### src/rtl/pll_drp_ctrl.sv
// pll_drp_ctrl: PLLE2_ADV DRP sequencer that rewrites the CLKOUT0 divide.
// Define PLL_DRP_TIMEOUT_EN to add the DRDY/LOCKED watchdog.
module pll_drp_ctrl #(
  parameter int RST_CYCLES     = 4,
  parameter int TIMEOUT_CYCLES = 1024
) (
  input  logic        clk_i,
  input  logic        rst_ni,
  input  logic        req_i,
  input  logic [6:0]  div_i,
  output logic        ready_o,
  output logic        done_o,
  output logic        err_o,
  output logic        pll_rst_o,
  input  logic        pll_locked_i,
  output logic [6:0]  daddr_o,
  output logic        den_o,
  output logic        dwe_o,
  output logic [15:0] di_o,
  input  logic [15:0] do_i,
  input  logic        drdy_i,
  output logic        clk_stable_o
);

  typedef enum logic [2:0] {
    S_IDLE,
    S_RST_HOLD,
    S_RD,
    S_RD_WAIT,
    S_WR,
    S_WR_WAIT,
    S_LOCK_WAIT
  } state_e;

  localparam logic [6:0] ADDR_REG1 = 7'h08;
  localparam logic [6:0] ADDR_REG2 = 7'h09;
  localparam logic [7:0] CNT_LAST  = 8'(RST_CYCLES - 1);

  if (RST_CYCLES < 1 || RST_CYCLES > 255) begin : g_bad_rst
    $error("RST_CYCLES must be 1..255");
  end
  if (TIMEOUT_CYCLES < 1 || TIMEOUT_CYCLES > 65535) begin : g_bad_to
    $error("TIMEOUT_CYCLES must be 1..65535");
  end

  state_e      state_q, state_d;
  logic [7:0]  cnt_q, cnt_d;
  logic [6:0]  div_q, div_d;
  logic [6:0]  addr_q, addr_d;
  logic [15:0] rd_q, rd_d;
  logic        lock_s1_q, lock_s2_q;
  logic        ready_q, ready_d;
  logic        done_q, done_d;
  logic        err_q, err_d;
  logic        prst_q, prst_d;
  logic        den_q, den_d;
  logic        dwe_q, dwe_d;
  logic [6:0]  daddr_q, daddr_d;
  logic [15:0] di_q, di_d;
  logic [5:0]  hi6, lo6;
  logic [15:0] wr_val;

`ifdef PLL_DRP_TIMEOUT_EN
  localparam logic [15:0] WDOG_LAST = 16'(TIMEOUT_CYCLES - 1);
  logic [15:0] wdog_q, wdog_d;
`endif

  // low = D - D>>1 = ceil(D/2); cannot overflow for D <= 126
  assign hi6 = div_q[6:1];
  assign lo6 = div_q[6:1] + 6'(div_q[0]);

  always_comb begin
    if (addr_q == ADDR_REG1) begin
      wr_val = (rd_d & 16'hF000) | {4'b0, hi6, lo6};
    end else begin
      wr_val = (rd_d & 16'hFF3F)
             | {8'b0, div_q[0], (div_q == 7'd1), 6'b0};
    end
  end

  always_comb begin
    state_d = state_q;
    cnt_d   = cnt_q;
    div_d   = div_q;
    addr_d  = addr_q;
    rd_d    = rd_q;
    done_d  = 1'b0;
    err_d   = err_q;
    unique case (state_q)
      S_IDLE: begin
        if (req_i) begin
          if (div_i == 7'd0 || div_i > 7'd126) begin
            err_d  = 1'b1;
            done_d = 1'b1;
          end else begin
            err_d   = 1'b0;
            div_d   = div_i;
            addr_d  = ADDR_REG1;
            cnt_d   = '0;
            state_d = S_RST_HOLD;
          end
        end
      end
      S_RST_HOLD: begin
        if (cnt_q == CNT_LAST) state_d = S_RD;
        else cnt_d = cnt_q + 8'd1;
      end
      S_RD: state_d = S_RD_WAIT;
      S_RD_WAIT: begin
        if (drdy_i) begin
          rd_d    = do_i;
          state_d = S_WR;
        end
      end
      S_WR: state_d = S_WR_WAIT;
      S_WR_WAIT: begin
        if (drdy_i) begin
          if (addr_q == ADDR_REG1) begin
            addr_d  = ADDR_REG2;
            state_d = S_RD;
          end else begin
            state_d = S_LOCK_WAIT;
          end
        end
      end
      S_LOCK_WAIT: begin
        if (lock_s2_q) begin
          state_d = S_IDLE;
          done_d  = 1'b1;
        end
      end
      default: state_d = S_IDLE;
    endcase

`ifdef PLL_DRP_TIMEOUT_EN
    wdog_d = '0;
    if (state_d == state_q &&
        state_q inside {S_RD_WAIT, S_WR_WAIT, S_LOCK_WAIT}) begin
      if (wdog_q == WDOG_LAST) begin
        state_d = S_IDLE;
        err_d   = 1'b1;
        done_d  = 1'b1;
      end else begin
        wdog_d = wdog_q + 16'd1;
      end
    end
`endif

    // Outputs are registered from the next state so they align with it
    ready_d = (state_d == S_IDLE);
    prst_d  = state_d inside {S_RST_HOLD, S_RD, S_RD_WAIT,
                              S_WR, S_WR_WAIT};
    den_d   = (state_d == S_RD) || (state_d == S_WR);
    dwe_d   = (state_d == S_WR);
    daddr_d = den_d ? addr_d : 7'd0;
    di_d    = dwe_d ? wr_val : 16'd0;
  end

  always_ff @(posedge clk_i) begin
    if (!rst_ni) begin
      state_q   <= S_IDLE;
      cnt_q     <= '0;
      div_q     <= '0;
      addr_q    <= '0;
      rd_q      <= '0;
      lock_s1_q <= 1'b0;
      lock_s2_q <= 1'b0;
      ready_q   <= 1'b1;
      done_q    <= 1'b0;
      err_q     <= 1'b0;
      prst_q    <= 1'b0;
      den_q     <= 1'b0;
      dwe_q     <= 1'b0;
      daddr_q   <= '0;
      di_q      <= '0;
`ifdef PLL_DRP_TIMEOUT_EN
      wdog_q    <= '0;
`endif
    end else begin
      state_q   <= state_d;
      cnt_q     <= cnt_d;
      div_q     <= div_d;
      addr_q    <= addr_d;
      rd_q      <= rd_d;
      lock_s1_q <= pll_locked_i;
      lock_s2_q <= lock_s1_q;
      ready_q   <= ready_d;
      done_q    <= done_d;
      err_q     <= err_d;
      prst_q    <= prst_d;
      den_q     <= den_d;
      dwe_q     <= dwe_d;
      daddr_q   <= daddr_d;
      di_q      <= di_d;
`ifdef PLL_DRP_TIMEOUT_EN
      wdog_q    <= wdog_d;
`endif
    end
  end

  assign ready_o      = ready_q;
  assign done_o       = done_q;
  assign err_o        = err_q;
  assign pll_rst_o    = prst_q;
  assign den_o        = den_q;
  assign dwe_o        = dwe_q;
  assign daddr_o      = daddr_q;
  assign di_o         = di_q;
  assign clk_stable_o = ready_q & lock_s2_q;

endmodule

### config.mk
export PLATFORM = sky130hd
export DESIGN_NAME = pll_drp_ctrl
export DESIGN_NICKNAME = d
export VERILOG_FILES = /design/src/rtl/pll_drp_ctrl.sv
export SDC_FILE = /design/constraint.sdc
export NUM_CORES = 1
export LEC_CHECK = 0
export ABC_AREA = 1
export BUFFER_PORTS_ARGS = -buffer_cell sky130_fd_sc_hd__buf_4
export CAP_MARGIN = 15
export CORE_UTILIZATION = 48
export DETAILED_ROUTE_END_ITERATION = 16
export PLACE_DENSITY = 0.77
export SETUP_SLACK_MARGIN = 0.4
export SLEW_MARGIN = 20
export SYNTH_ARGS = -nofsm -noshare
export SYNTH_HDL_FRONTEND = slang
export SYNTH_SLANG_ARGS = --single-unit
### constraint.sdc
create_clock -name clk_i -period 1.43 [get_ports clk_i]
set_input_delay 0.0715 -clock clk_i [delete_from_list [all_inputs] [get_ports clk_i]]
set_output_delay 0.0715 -clock clk_i [all_outputs]
set_load 0.01 [all_outputs]
==> reports/metrics.yaml, run 1 <==
synth:
  ys_warn_count: 0
  ys_seq_area_frac: 0.504
  syn_avg_cell_area_um2: 7.58
  netlist_instances: 367
  synth_cell_types: 27
  ys_ff_latch: 70
  syn-cell-area_mm2: 0.00278
  synth_nets: 399
final_layout:
  nFillCells: 341
  final_nets: 497
  finalNonFillerCells: 541
  antennaDiodeCount: 0
  drive_gt1_frac: 0.527
  synthToLayoutAreaGrowth_pct: 60.7
global_routing:
  grt_pass1_vias: 2792
  gr-total-overflow: 0
  grt.total_usage: 0.262
  grt_antenna_before_repair: 0
  grt_pass1_wl_um: 12400
  grt_max_degree: 31
drt:
  wl_per_cell_um: 15.3
  dr.pass1.iters: 4
  vias: 2834
  dr.first_iter.drc_count: 155
  wirelength_um: 8260
  drc_errors: 0
  postRouteAntennaNets: 0
  viasPerCell: 5.24
timing:
  finalSetupViolations: 0
  slew_violations: 0
  rsz0062_at_grt: "yes"
  fin_tns_setup_ns: 0
  fin_skew_ns: 0.00691
  min_period_ns: 1.40
  slew_headroom: 0.651
  period_share: 0.980
  max_freq_ghz: 0.714
  hold_viol: 0
  worst_pin_slew_ns: 0.518
  hold_slack_ns: 0.00956
hold_path:
  holdCritPathClass: "in2reg"
  hold_depth: 3
  hp-start: "div_i[1]"
  hold_path_end: "div_q[1]"
power:
  vdd_drop_max_v: 0.000655
  p_sw_frac: 0.259
  power_frac_comb: 0.122
  power_switching_mw: 1.02
  power_frac_seq: 0.516
  cell_internal_pwr_mw: 2.91
  p_per_area_mw_per_mm2: 877
  p_leak_nw: 1.91
  clock_power_share: 0.362
floorplan:
  io_pins: 58
  start_util: 0.502
  dieHeight_um: 78.1
  core_area_mm2: 0.00554
  row_count: 27
  dieWidth_um: 78.1
  die-area_mm2: 0.00611
placement:
  gp_congestion: 0.907
  placedCellCount: 496
  dp_hpwl_um: 4420
  place.port_buffers: 55
clock_network:
  cts_sinks: 70
  ctsLongestPathBuffers: 2
  cts.reportedPaths.clkPinSlew_ns: 0.07
  cts_made_buffers: 9
  worstSkewPairLatency_ns: 0.35
  cts_root_buf: "clkbuf_8"
  cts_tree: "built"
  h-tree-depth: 3
worst_setup_path:
  max_stage_delay_ns: 0.37
  reg2regPathDepth: 6
  cp-start-kind: "register"
  timing.rr.end: "daddr_o[1]"
  crit_path_end_kind: "register"
  critPathSlowestCell: "dfxtp_4"
  path_class: "reg2reg"
  reg2reg_from: "state_q[2]"
  reg2reg_slack_ns: 0.03
  cp_cell_sequence: "inv_4 > nand4_4 > nor2_4 > clkinv_4 > buf_4 > a21oi_1"
  crit_fanout: 6
  crit_arrival_ns: 1.68
  required_ns: 1.70
run:
  cap_viol_max_count: 0
run_status:
  status: "finished, final reports clean"
-- timing repair --
| item | CTS | global route |
|---|---|---|
| buffers inserted | 17 | 6 |
| hold buffers | 5 | 0 |
| endpoints found under the hold margin | 8 | 0 |
| endpoints found under the setup margin | 66 | 68 |
| cloned | 2 | 0 |
| pin swaps | 38 | 25 |
| gates resized for setup | 104 | 72 |
-- per-stage QoR --
stage / power, mW / util / area, µm² / setup slack (ns)
2_1_floorplan: 2.26 / - / 2920 / 0.159
6_report: 3.92 / 0.807 / 4470 / 0.0286
3_3_place_gp: 2.39 / 0.622 / 3450 / 0.0282
4_1_cts: 3.84 / 0.756 / 4190 / 0.0617
3_5_place_dp: 2.40 / 0.622 / 3450 / -0.00638
5_1_grt: 4.09 / 0.807 / 4470 / -0.0557
-- cells in the final DEF (no fill, tap or decap), types with 6 or more instances in the layout --
| cell | count |
|---|---|
| buf_4 | 74 |
| nand2_1 | 64 |
| dfxtp_1 | 54 |
| a21oi_2 | 27 |
| nor2_1 | 27 |
| nand2_2 | 22 |
| inv_1 | 19 |
| nand2_4 | 19 |
| nand3_1 | 13 |
| a21oi_1 | 13 |
| inv_2 | 11 |
| dfxtp_2 | 11 |
| clkbuf_8 | 11 |
| buf_6 | 11 |
| nor2_4 | 8 |
| nor2_2 | 8 |
| nand4_1 | 6 |
-- sequential cells by signal, indices dropped and copies added (netlist names) --
register	count
addr_q	7
cnt_q	8
daddr_o	7
den_o	1
di_o	16
div_q	7
done_o	1
dwe_o	1
err_o	1
lock_s1_q	1
lock_s2_q	1
pll_rst_o	1
rd_q	14
ready_o	1
state_q	3
-- how the worst max path moves through the flow --
stage | from | end | slack, ns | cells past startpoint
final | state_q[2] | daddr_o[1] | 0.03 | 6
after global routing | state_q[2] | pll_rst_o | -0.06 | 8
after CTS | state_q[2] | cnt_q[3] | 0.06 | 8
after detailed placement | div_i[1] | daddr_o[0] | -0.006 | 8
after global placement | state_q[1] | daddr_o[0] | 0.03 | 7
after floorplan | cnt_q[0] | daddr_o[0] | 0.16 | 9
-- cells in the mapped netlist --
library cell / count / share of area
a311oi_1: 2 / 0.0063
clkinv_1: 2 / 0.0027
a211oi_1: 1 / 0.0027
or2_2: 4 / 0.0090
nand2_2: 2 / 0.0045
inv_1: 33 / 0.045
a21oi_1: 41 / 0.074
ha_1: 4 / 0.018
nand3_2: 2 / 0.0072
clkbuf_1: 5 / 0.0067
inv_2: 2 / 0.0027
buf_2: 4 / 0.0072
o21ai_0: 10 / 0.018
nor4_1: 1 / 0.0022
nor2_4: 1 / 0.0040
buf_4: 1 / 0.0027
nor3_1: 5 / 0.0090
nand2_1: 103 / 0.14
nor2_2: 1 / 0.0022
nor2_1: 41 / 0.055
nand4_2: 1 / 0.0045
nand3_1: 15 / 0.027
xor2_1: 4 / 0.013
dfxtp_1: 70 / 0.50
mux2i_1: 5 / 0.018
a21oi_2: 1 / 0.0031
nand4_1: 6 / 0.013
-- routing by layer --
layer / wire length (µm) / share of wire / vias to the layer above / global-route usage
met5: 0 / 0 / - / 0
met4: 250 / 0.030 / 0 / 0.144
met3: 382 / 0.046 / 24 / 0.0372
met2: 4260 / 0.52 / 113 / 0.468
met1: 3370 / 0.41 / 1322 / 0.301
li1: - / - / 1375 / -
-- worst max-delay path: cells and delay by family (launching register included) --
kind / cells / cell delay (ns)
AO/OA/AOI/OAI: 1 / 0.14
flip-flops: 1 / 0.37
AND/OR/NAND/NOR: 2 / 0.44
buffers and inverters: 3 / 0.37
-- layout make-up --
class	instances	area, µm²	share of cell area
flip-flops and latches	70	1430	0.321
well taps	72	90.1	0.0201
clock buffers	14	163	0.0364
repair buffers	96	847	0.189
multi-input cells	250	1760	0.394
clock inverters	1	5.00	0.00112
inverters	37	159	0.0355
repair inverters	1	11.3	0.00252
-- cell families after synthesis --
logic type      after synthesis  share of synthesized area
simple gates                182                      0.277
flops                        70                      0.504
compound gates               55                      0.104
buf+inv                      47                     0.0666
mux                           5                     0.0180
xor+xnor                      4                     0.0126
fa+ha+maj                     4                     0.0180
-- power groups by stage --
| stage | Clock, mW | Sequential (mW) | Combinational, mW |
|---|---|---|---|
| finish | 1.42 | 2.03 | 0.479 |
| global route | 1.54 | 2.03 | 0.513 |
| CTS | 1.41 | 2.02 | 0.410 |
| detailed placement | 0 | 2.07 | 0.327 |
| global placement | 0 | 2.07 | 0.320 |
| floorplan | 0 | 2.06 | 0.192 |
Note: power is estimated with default switching activity, not from simulation.
==> inputs of run 2 (changes only) <==
--- a/config.mk
+++ b/config.mk
@@ -6,10 +6,10 @@
 export NUM_CORES = 1
 export LEC_CHECK = 0
 export ABC_AREA = 1
-export BUFFER_PORTS_ARGS = -buffer_cell sky130_fd_sc_hd__buf_4
 export CAP_MARGIN = 15
-export CORE_UTILIZATION = 48
+export CORE_UTILIZATION = 56
 export DETAILED_ROUTE_END_ITERATION = 16
+export DONT_BUFFER_PORTS = 1
 export PLACE_DENSITY = 0.77
 export SETUP_SLACK_MARGIN = 0.4
 export SLEW_MARGIN = 20
==> run 2 against run 1 <==
  * The run now ends with setup timing left
  * Die area fell by 14%
  * Flip-flop and latch count unchanged
  * Worst hold slack improved by 0.066 ns
  * Utilization is 14 points higher
  * Clock skew increased by 0.012 ns
==> reports/metrics.yaml, run 2 (synthesized netlist as in run 1, its figures left out) <==
clock_network:
  cts.reportedPaths.clkPinSlew_ns: 0.09
  worstSkewPairLatency_ns: 0.37
  cts_root_buf: "clkbuf_8"
  h-tree-depth: 3
  cts_tree: "built"
  ctsLongestPathBuffers: 2
  cts_sinks: 70
  cts_made_buffers: 9
timing:
  worst_pin_slew_ns: 0.574
  min_period_ns: 1.69
  fin_skew_ns: 0.0187
  max_freq_ghz: 0.592
  hold_viol: 0
  period_share: 1.18
  slew_headroom: 0.613
  finalSetupViolations: 37
  slew_violations: 0
  rsz0062_at_grt: "yes"
  fin_ws_ns: -0.260
  hold_slack_ns: 0.0759
placement:
  place_area_mm2: 0.00304
  dp_hpwl_um: 4140
  gp_congestion: 0.865
  place.port_buffers: 0
  pre_cts_ws_ns: 0.0345
final_layout:
  largest_reg_flops: 16
  synthToLayoutAreaGrowth_pct: 62.3
  drive_gt1_frac: 0.497
  antennaDiodeCount: 0
  fin_util: 0.950
  final_common_cell: "nand2_1"
  fin_area_mm2: 0.00452
  final_cell_mix: "nand2_1 (61), dfxtp_1 (54), a21oi_2 (36), nor2_1 (28), buf_4 (27)"
  final_nets: 470
  nFillCells: 134
floorplan:
  die-area_mm2: 0.00525
  dieHeight_um: 72.5
  row_count: 25
  core_area_mm2: 0.00475
  io_pins: 58
  dieWidth_um: 72.5
  start_util: 0.585
run_status:
  violations: "setup timing"
  status: "complete, but fails checks"
hold_path:
  hold_path_end: "dwe_o"
  holdCritPathClass: "in2reg"
  hp-start: "rst_ni"
  hold_depth: 3
drt:
  dr.pass1.iters: 6
  routed-wl-met3_um: 1560
  dr.first_iter.drc_count: 537
  wirelength_um: 13100
  vias: 3383
  wl_per_cell_um: 25.7
  wl_met2_um: 5950
  viasPerCell: 6.63
  postRouteAntennaNets: 0
  maxUsedRoutingLayer: "met4"
  drc_errors: 0
  drt-met1-wl_um: 4160
worst_setup_path:
  timing.rr.end: "cnt_q[3]"
  crit_fanout: 6
  cp-start-kind: "register"
  required_ns: 1.68
  path_class: "reg2reg"
  crit_path_end_kind: "register"
  crit_arrival_ns: 1.94
  reg2reg_slack_ns: -0.26
  reg2regPathDepth: 8
  reg2reg_from: "state_q[1]"
power:
  p_leak_nw: 1.87
  finalPower_mw: 4.33
  vdd_drop_max_v: 0.00133
  p_per_area_mw_per_mm2: 959
global_routing:
  gr-total-overflow: 0
  grt_antenna_before_repair: 0
  grt_pass1_wl_um: 13900
  grt.total_usage: 0.356
  grt_max_degree: 22
  grt_pass1_vias: 2891
run:
  cap_viol_max_count: 0
[run 2: cell types whose count changed in the layout (fill, tap and decap cells not counted), sizes merged, moves of 3 or more]
cell	previous run	this run
inv	35	38
clkbuf	14	10
dlygate4sd3	5	23
buf	91	44
[run 2: final cells by class]
cell class	instances	area, µm²	share of cell area
multi-input combinational	251	1910	0.424
sequential	70	1440	0.318
timing repair buffer	68	698	0.155
inverter	37	174	0.0385
clock buffer	9	124	0.0274
tap	67	83.8	0.0186
clock inverter	7	71.3	0.0158
timing repair inverter	1	16.3	0.00360
[run 2: stage by stage]
step / instances / setup TNS [ns]
floorplan: 367 / 0
global placement: 438 / 0
detailed placement: 438 / 0
CTS: 500 / 0
global route: 510 / -5.31
finish: 510 / -3.22
[run 2: repair_timing]
item | 4_1_cts | 5_1_grt
resized for setup | 104 | 97
endpoints found under the hold margin | 42 | 0
pin swaps | 30 | 33
cloned | 3 | 2
hold buffers | 23 | 0
setup buffers | 20 | 8
endpoints found under the setup margin | 67 | 69
[run 2: worst max-delay path, cell delays in order (launching register included)]
cell and delay (ns):
dfxtp_4 0.39, inv_4 0.10, nand4_1 0.17, inv_2 0.16, nand3_4 0.17, nand2_4 0.17
nand2_1 0.12, o21ai_1 0.23, nor2_1 0.06
[run 2: layer usage]
| metal | global-route usage | vias to the layer above |
|---|---|---|
| met2 | 0.612 | 367 |
| li1 | - | 1321 |
| met1 | 0.406 | 1530 |
| met4 | 0.203 | 0 |
| met5 | 0 | - |
| met3 | 0.0806 | 165 |
[run 2: where the power goes]
| part | total [mW] | switching (mW) | internal [mW] |
|---|---|---|---|
| Sequential | 2.04 | 0.0582 | 1.98 |
| Clock | 1.71 | 0.898 | 0.814 |
| Combinational | 0.582 | 0.353 | 0.229 |
| Total | 4.33 | 1.31 | 3.02 |
[run 2: worst max-delay path by stage]
stage,from,to,slack [ns],cells after the start
finish,state_q[1],cnt_q[3],-0.26,8
global route,addr_q[2],pll_rst_o,-0.30,10
CTS,cnt_q[1],daddr_o[5],0.08,9
detailed placement,state_q[2],cnt_q[3],0.03,8
global placement,cnt_q[0],daddr_o[0],0.05,7
floorplan,cnt_q[0],daddr_o[0],0.16,9
